<file path="config.mk">
export PLATFORM = sky130hd
export DESIGN_NAME = branch_predictor_flat
export DESIGN_NICKNAME = d
export VERILOG_FILES = /design/src/rtl/bp_pkg.sv /design/src/rtl/branch_predictor_if.sv /design/src/rtl/sat_counter2.sv /design/src/rtl/branch_predictor.sv /design/src/flat_wrapper.sv
export SDC_FILE = /design/constraint.sdc
export NUM_CORES = 1
export LEC_CHECK = 0
export CORE_MARGIN = 2
export CORE_UTILIZATION = 55
export CTS_BUF_LIST = sky130_fd_sc_hd__clkbuf_4 sky130_fd_sc_hd__clkbuf_8
export DETAILED_ROUTE_END_ITERATION = 8
export PLACE_DENSITY = 0.73
export RECOVER_POWER = 100
export SKIP_LAST_GASP = 1
export SLEW_MARGIN = 10
export SYNTH_ARGS = -nofsm -noshare
export SYNTH_HDL_FRONTEND = slang
export SYNTH_SLANG_ARGS = --single-unit
</file>
<file path="constraint.sdc">
create_clock -name clk -period 4.41 [get_ports clk]
set_clock_uncertainty 0.05 [all_clocks]
set_input_delay 0.441 -clock clk [delete_from_list [all_inputs] [get_ports clk]]
set_output_delay 0.441 -clock clk [all_outputs]
set_load 0.1 [all_outputs]
</file>
<file path="src/rtl/bp_pkg.sv">
// rtl/bp_pkg.sv - shared constants and width helpers for the branch predictor
package bp_pkg;

  localparam logic [1:0] CTR_SNT = 2'b00;
  localparam logic [1:0] CTR_WNT = 2'b01;
  localparam logic [1:0] CTR_WT  = 2'b10;
  localparam logic [1:0] CTR_ST  = 2'b11;

  localparam logic [1:0] CTR_RESET = CTR_WNT;
  localparam logic [1:0] CTR_ALLOC = CTR_WT;

  localparam int STAT_W = 16;

  function automatic int idx_width(input int entries);
    return $clog2(entries);
  endfunction

  function automatic int tag_width(input int entries, input int pc_w);
    return pc_w - $clog2(entries);
  endfunction

  localparam int BP_ENTRIES = 16;
  localparam int BP_PC_W    = 8;
  localparam int BP_IDX_W   = idx_width(BP_ENTRIES);
  localparam int BP_TAG_W   = tag_width(BP_ENTRIES, BP_PC_W);

endpackage

</file>
<file path="src/rtl/branch_predictor_if.sv">
// rtl/branch_predictor_if.sv - fetch lookup, decode training and statistics bundle
// Statistic signals exist only when BP_STATS_EN is defined.
interface branch_predictor_if
  import bp_pkg::*;
#(
  parameter int PC_W = 8
);
  logic            enable;
  logic [PC_W-1:0] fetch_pc;
  logic            pred_hit;
  logic            pred_taken;
  logic [PC_W-1:0] pred_next_pc;
  logic            upd_valid;
  logic [PC_W-1:0] upd_pc;
  logic            upd_taken;
  logic [PC_W-1:0] upd_target;
  logic            upd_mispredict;
`ifdef BP_STATS_EN
  logic [STAT_W-1:0] stat_hits;
  logic [STAT_W-1:0] stat_mispredicts;
`endif

  modport master (
    output enable, fetch_pc, upd_valid, upd_pc, upd_taken, upd_target, upd_mispredict,
`ifdef BP_STATS_EN
    input  stat_hits, stat_mispredicts,
`endif
    input  pred_hit, pred_taken, pred_next_pc
  );

  modport slave (
    input  enable, fetch_pc, upd_valid, upd_pc, upd_taken, upd_target, upd_mispredict,
`ifdef BP_STATS_EN
    output stat_hits, stat_mispredicts,
`endif
    output pred_hit, pred_taken, pred_next_pc
  );

endinterface

</file>
<file path="src/rtl/sat_counter2.sv">
// rtl/sat_counter2.sv - 2-bit saturating direction counter next-state logic
module sat_counter2
  import bp_pkg::*;
(
  input  logic [1:0] i_ctr,
  input  logic       i_taken,
  output logic [1:0] o_ctr
);

  always_comb begin
    o_ctr = i_ctr;
    if (i_taken && (i_ctr != CTR_ST)) begin
      o_ctr = i_ctr + 2'd1;
    end else if (!i_taken && (i_ctr != CTR_SNT)) begin
      o_ctr = i_ctr - 2'd1;
    end
  end

endmodule

</file>
<file path="src/rtl/branch_predictor.sv">
// rtl/branch_predictor.sv - direct-mapped BTB with 2-bit counters, trained from decode
// Optional BP_STATS_EN adds saturating hit/mispredict counters.
module branch_predictor
  import bp_pkg::*;
#(
  parameter int ENTRIES = 16,
  parameter int PC_W    = 8
)(
  input  logic               clk,
  input  logic               rst,
  branch_predictor_if.slave  bp
);

  localparam int IDX_W = idx_width(ENTRIES);
  localparam int TAG_W = tag_width(ENTRIES, PC_W);

  // Register array rather than a memory: lookup must be an asynchronous read.
  logic             r_valid  [ENTRIES];
  logic [TAG_W-1:0] r_tag    [ENTRIES];
  logic [1:0]       r_ctr    [ENTRIES];
  logic [PC_W-1:0]  r_target [ENTRIES];

  logic [IDX_W-1:0] w_f_idx;
  logic [TAG_W-1:0] w_f_tag;
  logic [IDX_W-1:0] w_u_idx;
  logic [TAG_W-1:0] w_u_tag;
  logic             w_u_hit;
  logic [1:0]       w_u_ctr_next;
  logic             w_upd_en;

  assign w_f_idx = bp.fetch_pc[IDX_W-1:0];
  assign w_f_tag = bp.fetch_pc[PC_W-1:IDX_W];
  assign w_u_idx = bp.upd_pc[IDX_W-1:0];
  assign w_u_tag = bp.upd_pc[PC_W-1:IDX_W];

  assign bp.pred_hit     = r_valid[w_f_idx] && (r_tag[w_f_idx] == w_f_tag);
  assign bp.pred_taken   = bp.pred_hit && r_ctr[w_f_idx][1];
  assign bp.pred_next_pc = bp.pred_taken ? r_target[w_f_idx] : bp.fetch_pc + PC_W'(1);

  assign w_u_hit  = r_valid[w_u_idx] && (r_tag[w_u_idx] == w_u_tag);
  assign w_upd_en = bp.enable && bp.upd_valid;

  sat_counter2 u_sat_counter2 (
    .i_ctr   (r_ctr[w_u_idx]),
    .i_taken (bp.upd_taken),
    .o_ctr   (w_u_ctr_next)
  );

  always_ff @(posedge clk) begin
    if (!rst) begin
      for (int i = 0; i < ENTRIES; i++) begin
        r_valid[i]  <= 1'b0;
        r_tag[i]    <= '0;
        r_ctr[i]    <= CTR_RESET;
        r_target[i] <= '0;
      end
    end else if (w_upd_en) begin
      if (w_u_hit) begin
        r_ctr[w_u_idx] <= w_u_ctr_next;
        if (bp.upd_taken) begin
          r_target[w_u_idx] <= bp.upd_target;
        end
      end else if (bp.upd_taken) begin
        // Taken miss evicts whatever lived at this index.
        r_valid[w_u_idx]  <= 1'b1;
        r_tag[w_u_idx]    <= w_u_tag;
        r_ctr[w_u_idx]    <= CTR_ALLOC;
        r_target[w_u_idx] <= bp.upd_target;
      end
    end
  end

`ifdef BP_STATS_EN
  logic [STAT_W-1:0] r_stat_hits;
  logic [STAT_W-1:0] r_stat_mispredicts;

  always_ff @(posedge clk) begin
    if (!rst) begin
      r_stat_hits        <= '0;
      r_stat_mispredicts <= '0;
    end else if (bp.enable) begin
      if (bp.pred_hit && (r_stat_hits != '1)) begin
        r_stat_hits <= r_stat_hits + STAT_W'(1);
      end
      if (bp.upd_valid && bp.upd_mispredict && (r_stat_mispredicts != '1)) begin
        r_stat_mispredicts <= r_stat_mispredicts + STAT_W'(1);
      end
    end
  end

  assign bp.stat_hits        = r_stat_hits;
  assign bp.stat_mispredicts = r_stat_mispredicts;
`else
  logic w_unused_mispredict;
  assign w_unused_mispredict = bp.upd_mispredict;
`endif

endmodule

</file>
<file path="src/flat_wrapper.sv">
// flat-port wrapper written by rule: the top's interface ports become plain ports
module branch_predictor_flat import bp_pkg::*;
#(
  parameter int ENTRIES = 16,
  parameter int PC_W    = 8
)
  (clk, rst, bp_enable, bp_fetch_pc, bp_upd_valid, bp_upd_pc, bp_upd_taken, bp_upd_target, bp_upd_mispredict, bp_pred_hit, bp_pred_taken, bp_pred_next_pc);
  branch_predictor_if #(.PC_W(PC_W)) bp_i ();
  input  logic clk;
  input  logic rst;
  input wire logic [$bits(bp_i.enable)-1:0] bp_enable;
  input wire logic [$bits(bp_i.fetch_pc)-1:0] bp_fetch_pc;
  input wire logic [$bits(bp_i.upd_valid)-1:0] bp_upd_valid;
  input wire logic [$bits(bp_i.upd_pc)-1:0] bp_upd_pc;
  input wire logic [$bits(bp_i.upd_taken)-1:0] bp_upd_taken;
  input wire logic [$bits(bp_i.upd_target)-1:0] bp_upd_target;
  input wire logic [$bits(bp_i.upd_mispredict)-1:0] bp_upd_mispredict;
  output wire logic [$bits(bp_i.pred_hit)-1:0] bp_pred_hit;
  output wire logic [$bits(bp_i.pred_taken)-1:0] bp_pred_taken;
  output wire logic [$bits(bp_i.pred_next_pc)-1:0] bp_pred_next_pc;
  assign bp_i.enable = bp_enable;
  assign bp_i.fetch_pc = bp_fetch_pc;
  assign bp_i.upd_valid = bp_upd_valid;
  assign bp_i.upd_pc = bp_upd_pc;
  assign bp_i.upd_taken = bp_upd_taken;
  assign bp_i.upd_target = bp_upd_target;
  assign bp_i.upd_mispredict = bp_upd_mispredict;
  assign bp_pred_hit = bp_i.pred_hit;
  assign bp_pred_taken = bp_i.pred_taken;
  assign bp_pred_next_pc = bp_i.pred_next_pc;
  branch_predictor #(.ENTRIES(ENTRIES), .PC_W(PC_W)) u_core (.clk(clk), .rst(rst), .bp(bp_i));
endmodule
</file>
==> reports/results.tsv <==
stage	metric	value	unit
placement	io_buffer_count	38	
sta	worst_slew_pin_slew	1.71	ns
power_and_ir_drop	p_sw	0.00130	W
placement	place_ws	0.298	ns
drt	first_pass_iters	5	
cts	cts_tree	yes	
sta	maxClockFrequency	242	MHz
synthesis	synthDistinctLibCells	55	
cells_and_area	nets	968	
global_route	grt_pass1_vias	7886	
global_route	overflow	0	
critical_path	r2r-end	u_core.r_ctr[10][1]	
synthesis	avgSynthCellArea	13.8	µm²
floorplanning	core-area	22600	µm²
synthesis	synth_ff_type	edfxtp_1	
global_route	grt_pass1_wl	48600	µm
synthesis	yosys_warnings	0	
cts	cts_resized	0	
cts	hold_buffers	0	
power_and_ir_drop	p_comb_frac	0.119	
synthesis	ys_seq_area_frac	0.559	
cells_and_area	insertedDiodeCount	0	
critical_path	r2r_start	u_core.r_ctr[5][1]	
critical_path	critPathLaunchType	input pin	
run_status	violations	max-capacitance violations, max-slew violations	
critical_path	ff2ff_path_depth	11	
drt	ant_nets	0	
critical_path	worstPathRequired	3.92	ns
flow_run	drv_cap	1	
power_and_ir_drop	power	0.00525	W
hold_path	hp-class	flop to flop	
placement	hpwl	21800	µm
cells_and_area	drive_gt1_frac	0.196	
placement	place_congestion	0.915	
sta	finalSetupViolCount	0	
synthesis	synth-adder-area-share	0.00298	
global_route	grt_use_met1	0.403	
hold_path	whs_path_depth	2	
floorplanning	die_area	24200	µm²
floorplanning	ios	40	
cts	clk_latency	0.55	ns
floorplanning	die_h	155	µm
floorplanning	die_w	155	µm
critical_path	critPathCapture	bp_pred_next_pc[3]	
synthesis	synth_compound_area_frac	0.0448	
power_and_ir_drop	pwr_density_cell	373	nW/µm²
critical_path	rrSetupSlack	1.07	ns
synthesis	synth-async-reset-ratio	0	
global_route	top_usage_layer	met2	
critical_path	crit_arrival	3.63	ns
cts	path_clk_slew	0.06	ns
power_and_ir_drop	clock_power_share	0.380	
sta	hold_violations	0	
cells_and_area	area_growth_syn_to_layout	11.6	%
synthesis	netlist_area	12600	µm²
synthesis	synthXorXnorAreaFrac	0.0111	
power_and_ir_drop	switching_share	0.247	
cts	cts_buffer_depth	3	
global_route	grt_max_degree	65	
cells_and_area	layout_commonest_cell	edfxtp_1	
drt	vias_per_cell	6.48	
sta	setup_ws	0.285	ns
sta	slew_viol_final	37	
drt	num_vias	8099	
power_and_ir_drop	power_leakage	5.11	nW
run_status	outcome	complete, but fails checks	
cts	htreeDepth	2	
critical_path	crit_start	bp_fetch_pc[1]	
sta	finalCritPeriodShare	0.935	
cells_and_area	final_cell_mix	edfxtp_1 (224), and3_1 (100), mux4_2 (83)	
cts	root_buffer	clkbuf_8	
drt	wl	32200	µm
cts	cts_made_buffers	39	
cells_and_area	fill_cells	1692	
global_route	antenna_found_initial	0	
global_route	grt_use_total	0.272	
synthesis	synth_nets	947	
sta	rsz0062_at_grt	no	
synthesis	yosys-top-cells-area	edfxtp_1 (53%), mux4_2 (15%), and2_1 (5.0%)	
power_and_ir_drop	p_int	0.00396	W
critical_path	critPathCaptureType	output pin	
drt	post_drt_wl_per_cell	25.7	µm
drt	drc_errors	0	
synthesis	ys_ff_latch	240	
sta	slew-limit-headroom	-0.138	
cts	postCtsSetupBuffers	0	
synthesis	synthMuxAreaShare	0.189	
global_route	met2_usage	0.425	
cts	cts.sinks	240	
power_and_ir_drop	p_seq_frac	0.501	
synthesis	synth_top_area_share	0.533	
synthesis	synth_cells	914	
synthesis	synth_top_family_by_area	multiplexers	
cells_and_area	multi_input_area	5120	µm²
floorplanning	initial_core_util	0.559	
global_route	met3_usage	0.0387	
critical_path	crit_type	input pin to output pin	
cells_and_area	regArea	7050	µm²
synthesis	synth_edf_count	224	
synthesis	yosys.area.top_type	edfxtp_1	
drt	drtIter0Drc	891	
sta	fin_crit	4.13	ns
power_and_ir_drop	irDropWorstVdd	0.000165	V
critical_path	path_max_fanout	20	
floorplanning	num_rows	55	
synthesis	synth-simple-area-share	0.158	
cell families (layout without fill, tap and decap cells):
family                   count (synthesis)  count (layout)
AND/OR/NAND/NOR                        347             347
flip-flops                             240             240
multiplexers                           121             121
buffers and inverters                  101             152
AO/OA/AOI/OAI                           86              86
XOR/XNOR                                16              16
adder cells (fa/ha/maj)                  3               3
critical path: stages:
cell and delay (ns):
clkbuf_2 0.54, mux4_1 0.66, mux4_2 0.51, xor2_1 0.19, nor4_4 0.38, and2_4 0.32
mux2_1 0.39, buf_12 0.18
metal layers:
metal,part of all wire,vias to the layer above
met1,0.41,4035
met4,0.027,0
met5,0,-
met3,0.093,61
li1,-,3562
met2,0.47,441
worst min path at each step:
stage / to / from / slack [ns]
after CTS: u_core.r_valid[6] / u_core.r_valid[6] / 0.41
after floorplan: u_core.r_valid[11] / u_core.r_valid[11] / 0.38
final: u_core.r_valid[13] / u_core.r_valid[13] / 0.41
after global routing: u_core.r_valid[13] / u_core.r_valid[13] / 0.43
after detailed placement: u_core.r_valid[6] / u_core.r_valid[6] / 0.41
after global placement: u_core.r_valid[7] / u_core.r_valid[7] / 0.40
power by group through the flow:
| stage | clock, W | sequential, W | combinational, W |
|---|---|---|---|
| 2_1_floorplan | 0 | 0.00266 | 0.000426 |
| 3_3_place_gp | 0 | 0.00268 | 0.000626 |
| 3_5_place_dp | 0 | 0.00268 | 0.000632 |
| 4_1_cts | 0.00200 | 0.00263 | 0.000634 |
| 5_1_grt | 0.00210 | 0.00264 | 0.000659 |
| 6_report | 0.00199 | 0.00264 | 0.000625 |
registers in the layout, indices dropped and copies added, names as in the netlist:
| name | flops |
|---|---|
| u_core.r_tag | 64 |
| u_core.r_target | 128 |
| u_core.r_ctr | 32 |
| u_core.r_valid | 16 |
per-stage QoR:
step / instances / util / TNS [ns] / hold slack, ns / instance area (µm²)
5_1_grt: 1250 / 0.624 / 0 / 0.433 / 14100
4_1_cts: 1250 / 0.628 / 0 / 0.413 / 14200
3_3_place_gp: 1179 / 0.592 / 0 / 0.399 / 13400
3_5_place_dp: 1179 / 0.592 / 0 / 0.405 / 13400
2_1_floorplan: 914 / - / -0.238 / 0.384 / 12600
6_report: 1250 / 0.624 / 0 / 0.414 / 14100
synth_stat cells, drive strengths merged (4+ instances only):
| library cell | n |
|---|---|
| clkbuf | 65 |
| nor4 | 6 |
| and4b | 4 |
| and3 | 100 |
| o21bai | 16 |
| o211ai | 4 |
| mux2i | 19 |
| xnor2 | 11 |
| xor2 | 5 |
| and2 | 101 |
| edfxtp | 224 |
| dfxtp | 16 |
| a31o | 8 |
| nand2 | 53 |
| nor2b | 6 |
| buf | 31 |
| nor3 | 13 |
| nor2 | 25 |
| mux4 | 89 |
| mux2 | 13 |
| nand4b | 5 |
| inv | 5 |
| nand3 | 23 |
| o21ai | 36 |
area by class of cell:
class,count,share of cell area
inverters,5,0.00133
multi-input cells,573,0.364
well taps,285,0.0253
flip-flops and latches,240,0.501
clock inverters,12,0.00658
repair buffers,76,0.0514
clock buffers,59,0.0510
Power figures use the tool's default switching activity.
==> patch, RTL diff (same flow settings) <==
Put a register stage on the output `bp.pred_next_pc`. The value now appears one clock later.
--- a/src/rtl/branch_predictor.sv
+++ b/src/rtl/branch_predictor.sv
@@ -35,7 +35,9 @@
 
   assign bp.pred_hit     = r_valid[w_f_idx] && (r_tag[w_f_idx] == w_f_tag);
   assign bp.pred_taken   = bp.pred_hit && r_ctr[w_f_idx][1];
-  assign bp.pred_next_pc = bp.pred_taken ? r_target[w_f_idx] : bp.fetch_pc + PC_W'(1);
+  always_ff @(posedge clk) begin
+    bp.pred_next_pc <= bp.pred_taken ? r_target[w_f_idx] : bp.fetch_pc + PC_W'(1);
+  end
 
   assign w_u_hit  = r_valid[w_u_idx] && (r_tag[w_u_idx] == w_u_tag);
   assign w_upd_en = bp.enable && bp.upd_valid;
Check against the original RTL: not equivalent (Yosys sat finds a counterexample within 4 cycles, from zero or initial values).
==> patch against the unedited design <==
Sequential cell count grew 8. Total power is essentially flat. Non-clock buffer count grew 11. Final area fell by 0.18%. Setup slack gained 0.16 ns. Sequential share of layout area increased by 1.2 points. Wire length increased by 0.13%. Critical path type is now flop to primary output. Critical path depth fell by 1. Utilization fell by 0.30 points. Area after synthesis increased by 0.75%.
==> patch: results (changes against the unedited design) <==
total track usage=27.2% (about the same); initial DRC count=978 (was 891); post-synth cell types=54 (was 55); EDFF count, synth=224 (unchanged); via count of the first global-routing pass=7820 (was 7886); GP Congestion=0.957 (was 0.915); Slew @ Worst Pin=0.973 ns (was 1.71 ns); Post-synth top cells=edfxtp_1 (224), and2_1 (130), mux4_2 (83), nand2_1 (83), and3_1 (70) (was edfxtp_1 (224), and2_1 (100), and3_1 (100)); detailed placement HPWL=21.8 mm (about the same); Synth area leaders=edfxtp_1 (53%), mux4_2 (15%), and2_1 (6.4%) (was edfxtp_1 (53%), mux4_2 (15%), and2_1 (5.0%)); CTS H-Tree Depth=2 (unchanged); final wirelength=32.2 mm (about the same); leakage=5.08 nW (was 5.11 nW); share of cells above drive strength 1=19.0% (was 19.6%); vias=8131 (was 8099); Port Buffer Count=38 (unchanged); register area share after synthesis=56.7% (was 55.9%); Peak VDD IR=178 uV (was 165 uV); pre-CTS WS=0.339 ns (was 0.298 ns); first-pass GRT wire length=48.5 mm (was 48.6 mm); status=finished clean (was finished with violations); largest net degree at the start of global routing=56 (was 65); CTS Buf Count=41 (was 39); total nets after synthesis=949 (was 947); fin nets=988 (was 968); Critical Path Fanout Max=9 (was 20); first-pass iteration count of the detailed router=5 (unchanged); Net Sw Power=1.26 mW (was 1.30 mW); # resized after CTS=0 (unchanged)
[patch: changes by cell type in the layout (fill, tap and decap cells not counted), moves of 6 or more]
cell,delta
clkbuf_1,+14
a31o_1,-8
mux2_1,-7
nand2_1,+30
dfxtp_1,+8
buf_12,-12
nor2_1,+11
o21bai_1,-6
o311ai_0,+6
and2_1,+30
o21ai_0,-12
o21ai_1,-13
dlygate4sd3_1,+7
and3_1,-30
[patch: worst max-delay path: stages, from the launching register on]
cell	delay, ns
edfxtp_1	0.43
mux4_2	0.49
xor2_1	0.17
o32ai_1	0.38
a22oi_1	0.23
nor4_4	0.38
and2_4	0.34
clkbuf_2	0.50
[patch: area by class of cell]
class                           count  area (sq um)
Fill cell                        1684          8590
Sequential cell                   248          7210
Multi-Input combinational cell    571          5050
Clock buffer                       62           753
Timing Repair Buffer               87           618
Tap cell                          285           357
Clock inverter                     10          46.3
Inverter                            6          22.5
[patch: per-layer routing]
metal / vias to the layer above / global-route usage, % / wire [um]
li1: 3542 / - / -
met1: 4064 / 39.5 / 12600
met2: 465 / 42.6 / 15500
met3: 60 / 4.89 / 3330
met4: 0 / 7.91 / 778
met5: - / 0 / 0
[patch: power groups by stage]
stage / clock network [mW] / registers, mW / logic, mW
6_report: 1.97 / 2.72 / 0.564
4_1_cts: 1.99 / 2.72 / 0.577
2_1_floorplan: 0 / 2.79 / 0.361
3_5_place_dp: 0 / 2.77 / 0.575
5_1_grt: 2.09 / 2.73 / 0.594
3_3_place_gp: 0 / 2.76 / 0.570
[patch: cell families after synthesis]
group | Yosys count | share of synthesized area, %
buf+inv | 97 | 3.33
flops | 248 | 56.7
fa+ha+maj | 3 | 0.295
xor+xnor | 17 | 1.17
simple gates | 378 | 16.2
mux | 120 | 19.0
compound gates | 53 | 3.31
[patch: path summary, 6_finish.rpt]
| path | from | endpoint | slack (ns) | depth (start not counted) |
|---|---|---|---|---|
| min reg2reg | u_core.r_valid[11] | u_core.r_valid[11] | 0.40 | 2 |
| max reg2reg | u_core.r_tag[8][3] | u_core.r_ctr[10][1] | 0.99 | 6 |
| max | u_core.r_tag[12][0] | bp_pred_taken | 0.45 | 7 |
| min | u_core.r_valid[11] | u_core.r_valid[11] | 0.40 | 2 |
[patch: per-stage QoR]
step                      instance area [sq um]  hold slack, ns  utilization (%)  power (mW)  std cells
after CTS                                 14200           0.404             62.8        5.29       1269
after global placement                    13400           0.393             59.3        3.33       1197
after floorplan                           12700           0.379                -        3.15        916
final                                     14100           0.404             62.1        5.26       1269
after global routing                      14100           0.425             62.1        5.42       1269
after detailed placement                  13400           0.394             59.3        3.34       1197
